[config.mk]
export PLATFORM = sky130hd
export DESIGN_NAME = full_adder
export DESIGN_NICKNAME = d
export VERILOG_FILES = /design/src/rtl/full_adder_pkg.sv /design/src/rtl/full_adder_fa_cell.sv /design/src/rtl/full_adder.sv
export SDC_FILE = /design/constraint.sdc
export NUM_CORES = 1
export LEC_CHECK = 0
export CELL_PAD_IN_SITES_DETAIL_PLACEMENT = 1
export CELL_PAD_IN_SITES_GLOBAL_PLACEMENT = 2
export CORE_AREA = 2 2 39 41
export CTS_BUF_LIST = sky130_fd_sc_hd__clkbuf_8
export CTS_CLUSTER_DIAMETER = 100
export DETAILED_ROUTE_END_ITERATION = 8
export DIE_AREA = 0 0 41 43
export GPL_TIMING_DRIVEN = 0
export HOLD_SLACK_MARGIN = 0.02
export PLACE_DENSITY = 0.46
export SLEW_MARGIN = 15
export SYNTH_ARGS = -nofsm -noshare
export SYNTH_HDL_FRONTEND = slang
export SYNTH_HIERARCHICAL = 1
export SYNTH_SLANG_ARGS = --single-unit
[constraint.sdc]
create_clock -name clk -period 0.8 [get_ports clk]
set_input_delay 0.08 -clock clk [delete_from_list [all_inputs] [get_ports clk]]
set_output_delay 0.08 -clock clk [all_outputs]
set_load 0.03 [all_outputs]
[src/rtl/full_adder_pkg.sv]
// Shared definitions for the full_adder block: width limit and the 1-bit
// sum/carry function used by every leaf cell.
package full_adder_pkg;

  localparam int MAX_WIDTH = 64;

  typedef struct packed {
    logic co;
    logic s;
  } fa_bit_t;

  function automatic fa_bit_t fa_bit(input logic a, input logic b, input logic cin);
    fa_bit_t r;
    r.s  = a ^ b ^ cin;
    r.co = (a & b) | (a & cin) | (b & cin);
    return r;
  endfunction

endpackage

[src/rtl/full_adder_fa_cell.sv]
// 1-bit combinational full-adder cell; the leaf of the ripple-carry chain.
module fa_cell
  import full_adder_pkg::*;
(
  input  logic a,
  input  logic b,
  input  logic cin,
  output logic s,
  output logic co
);

  fa_bit_t res;

  assign res = fa_bit(a, b, cin);
  assign s   = res.s;
  assign co  = res.co;

endmodule

[src/rtl/full_adder.sv]
// Parameterised ripple-carry adder with an optional one-cycle registered copy.
// Define FULL_ADDER_OVF_EN to add the signed-overflow outputs ovf / ovf_q.
module full_adder
  import full_adder_pkg::*;
#(
  parameter int WIDTH   = 1,
  parameter bit REG_OUT = 1'b1
) (
  input  logic             clk,
  input  logic             rst,
  input  logic [WIDTH-1:0] a,
  input  logic [WIDTH-1:0] b,
  input  logic             cin,
  input  logic             in_vld,
  output logic [WIDTH-1:0] sum,
  output logic             cout,
  output logic [WIDTH-1:0] sum_q,
  output logic             cout_q,
  output logic             out_vld
`ifdef FULL_ADDER_OVF_EN
  ,
  output logic             ovf,
  output logic             ovf_q
`endif
);

  if (WIDTH < 1 || WIDTH > MAX_WIDTH) begin : g_bad_width
    $error("full_adder: WIDTH out of range");
  end

  // c[i] is the carry into cell i; c[WIDTH] is the final carry-out.
  logic [WIDTH:0] c;

  assign c[0] = cin;

  for (genvar i = 0; i < WIDTH; i++) begin : g_cell
    fa_cell u_fa (
      .a  (a[i]),
      .b  (b[i]),
      .cin(c[i]),
      .s  (sum[i]),
      .co (c[i+1])
    );
  end

  assign cout = c[WIDTH];

`ifdef FULL_ADDER_OVF_EN
  // Carries into and out of the sign bit disagree exactly on signed overflow.
  assign ovf = c[WIDTH] ^ c[WIDTH-1];
`endif

  if (REG_OUT) begin : g_reg
    logic [WIDTH-1:0] sum_reg_d, sum_reg_q;
    logic             cout_reg_d, cout_reg_q;
    logic             vld_d, vld_q;
`ifdef FULL_ADDER_OVF_EN
    logic             ovf_reg_d, ovf_reg_q;
`endif

    always_comb begin
      // NOTE: every signal gets a hold default first so no path leaves it unassigned (no latch).
      sum_reg_d  = sum_reg_q;
      cout_reg_d = cout_reg_q;
      vld_d      = in_vld;
`ifdef FULL_ADDER_OVF_EN
      ovf_reg_d  = ovf_reg_q;
`endif
      if (in_vld) begin
        sum_reg_d  = sum;
        cout_reg_d = cout;
`ifdef FULL_ADDER_OVF_EN
        ovf_reg_d  = ovf;
`endif
      end
    end

    // NOTE: state updates use <= so every flop samples pre-edge values.
    always_ff @(posedge clk or posedge rst) begin
      if (rst) begin
        sum_reg_q  <= '0;
        cout_reg_q <= 1'b0;
        vld_q      <= 1'b0;
`ifdef FULL_ADDER_OVF_EN
        ovf_reg_q  <= 1'b0;
`endif
      end else begin
        sum_reg_q  <= sum_reg_d;
        cout_reg_q <= cout_reg_d;
        vld_q      <= vld_d;
`ifdef FULL_ADDER_OVF_EN
        ovf_reg_q  <= ovf_reg_d;
`endif
      end
    end

    assign sum_q   = sum_reg_q;
    assign cout_q  = cout_reg_q;
    assign out_vld = vld_q;
`ifdef FULL_ADDER_OVF_EN
    assign ovf_q   = ovf_reg_q;
`endif
  end else begin : g_no_reg
    assign sum_q   = '0;
    assign cout_q  = 1'b0;
    assign out_vld = 1'b0;
`ifdef FULL_ADDER_OVF_EN
    assign ovf_q   = 1'b0;
`endif
  end

endmodule

==> results_dict.tcl <==
set metrics [dict create \
    outcome "complete, but fails checks" \
    violations "negative setup slack" \
    final_cell_mix "buf_6, clkbuf_8, dfrtp_1" \
    drtAntennaViolNets 0 \
    diodes 0 \
    area_growth_pct 152 \
    die_h_um 43 \
    grt_pass1_wl_um 538 \
    via_per_inst 3.16 \
    worstReg2RegEnd "cout_q$_DFFE_PP0P_" \
    drv_slew 0 \
    drv_cap 0 \
    skew_ns 0 \
    hold_violations 0 \
    drc 0 \
    worst_slack_ns -0.175 \
    maxSlewHeadroom_pct 89.9 \
    crit_path_top_delay_cell "fa_2" \
    synth_nets 14 \
    place_congestion 0.630 \
    synth_area_um2 121 \
    core-area_um2 1380 \
    pwr-share-comb_pct 25.6 \
    synthDistinctLibCells 4 \
    cpMostUsedCell "buf_6" \
    die_width_um 41 \
    grt_max_degree 4 \
    ys.warnings.count 6 \
    synthCells 7 \
    cts_hold_buf 0 \
    cp.arrival_ns 0.90 \
    p_int_w 0.000610 \
    seq_power_share_pct 22.6 \
    cp_max_fo 2 \
    synth_top_cell_by_area "dfrtp_1" \
    fmax_mhz 1030 \
    cts_tree "yes" \
    synth_seq_cells 3 \
    cts_buffer_depth 2 \
    timing.final.crit_share_pct 122 \
    critPathRequiredTime_ns 0.72 \
    rows 14 \
    gr-total-overflow 0 \
    tightest_slew_ns 0.151 \
    grt_antenna_before_repair 0 \
    dieArea_um2 1760 \
    post_cts_buffers 0 \
    reg2reg_from "cout_q$_DFFE_PP0P_" \
    leakagePower_nw 0.148 \
    wl_per_cell_um 8.92 \
    startpoint "cin" \
    switching_power_w 0.000211 \
    start_kind "primary input" \
    p_clk_share_pct 51.8 \
    track_usage_pct 5.75 \
    synthTopCellsByArea "dfrtp_1, mux2_2, fa_1" \
    drive_gt1_share_pct 66.7 \
    vdd_drop_max_mv 0.428 \
    wl_um 330 \
    numClockSinks 3 \
    grt_pass1_vias 136 \
    avgSynthCellArea_um2 17.3 \
    finalPower_w 0.000820 \
    io_pins 11 \
    nets 29 \
    yosysTopAreaCellShare_pct 61.9 \
    p_per_area_nw_per_um2 2690 \
    path_cells "buf_6 > fa_2 > buf_6" \
    drt_iter0_drc 1 \
    rsz0062_at_grt "yes" \
    switching_share_pct 25.7 \
    finalSetupViolCount 4 \
    initial_core_util_pct 8.77 \
    yosysSeqAreaShare_pct 61.9 \
    cp-end-kind "primary output" \
    place_ws_ns -1.07 \
    crit_type "in -> out" \
    worstSkewPairLatency_ns 0.21 \
    dr.pass1.iters 2 \
    layout_commonest_cell "buf_6" \
    cpPeakStageDelay_ns 0.59 \
    htree_levels 1 \
    io_buffers 10 \
    layout_min_cycle_time_ns 0.975 \
    root_buffer "clkbuf_8" \
    path_clk_slew_ns 0.03 \
    route.vias.total 117 \
    rrSetupSlack_ns 0.03 \
    cts_made_buffers 3 \
    hp-class "in -> async" \
    final_util_pct 22.1 \
    rr_worst_depth 1 \
]
critical path, delay by kind of cell:
family,cells,cell delay [ns]
buf+inv,2,0.22
fa+ha+maj,1,0.59
synthesized netlist by cell type:
| cell type | instances |
|---|---|
| dfrtp_1 | 3 |
| mux2_2 | 2 |
| fa_1 | 1 |
| inv_1 | 1 |
cell families after synthesis:
family                   after synthesis  share of synthesized area [%]
adder cells (fa/ha/maj)                1                           16.5
buffers and inverters                  1                           3.09
flip-flops                             3                           61.9
multiplexers                           2                           18.6
cell type report:
type | instances | area (µm²)
fill | 158 | 1080
timing repair buffer | 10 | 109
sequential | 3 | 75.1
multi-input combinational | 3 | 52.6
clock buffer | 3 | 41.3
tap | 16 | 20.0
clock inverter | 1 | 3.75
inverter | 1 | 3.75
how the worst max path moves through the flow:
| stage | end | slack, ns | cells after the start |
|---|---|---|---|
| floorplan | sum_q$_DFFE_PP0P_ | -0.24 | 2 |
| global placement | sum | -1.06 | 3 |
| detailed placement | sum | -1.07 | 3 |
| CTS | sum | -0.18 | 3 |
| global route | sum | -0.20 | 3 |
| finish | sum | -0.18 | 3 |
timing repair:
| item | CTS | global route |
|---|---|---|
| setup endpoints to repair | 7 | 6 |
| pin swaps | 1 | 1 |
| gates resized for setup | 49 | 2 |
flip-flops by register name, indices dropped and copies added, names as in the netlist:
name	count
out_vld	1
sum_q	1
cout_q	1
through the flow:
stage | hold slack [ns] | cells | TNS [ns] | cell area [µm²]
CTS | 0.0418 | 37 | -0.271 | 293
floorplan | -0.166 | 7 | -0.407 | 131
finish | 0.0393 | 37 | -0.244 | 305
detailed placement | 0.263 | 33 | -3.81 | 251
global route | 0.0488 | 37 | -0.364 | 305
global placement | 0.259 | 33 | -3.76 | 251
power by group through the flow:
stage	clock network [W]	registers (W)	logic (W)
after floorplan	0	0.000221	0.0000735
after global placement	0	0.000183	0.000199
after detailed placement	0	0.000184	0.000203
after CTS	0.000438	0.000186	0.000207
after global routing	0.000460	0.000189	0.000223
final	0.000425	0.000186	0.000210
per-layer routing:
metal | up-vias | track usage, % | routed length [µm] | share of wire [%]
li1 | 49 | - | - | -
met1 | 53 | 4.25 | 123 | 37
met2 | 13 | 5.63 | 105 | 32
met3 | 2 | 5.76 | 82 | 25
met4 | 0 | 10.0 | 18 | 5.5
met5 | - | 0 | 0 | 0
Note: power is estimated with default switching activity, not from simulation.
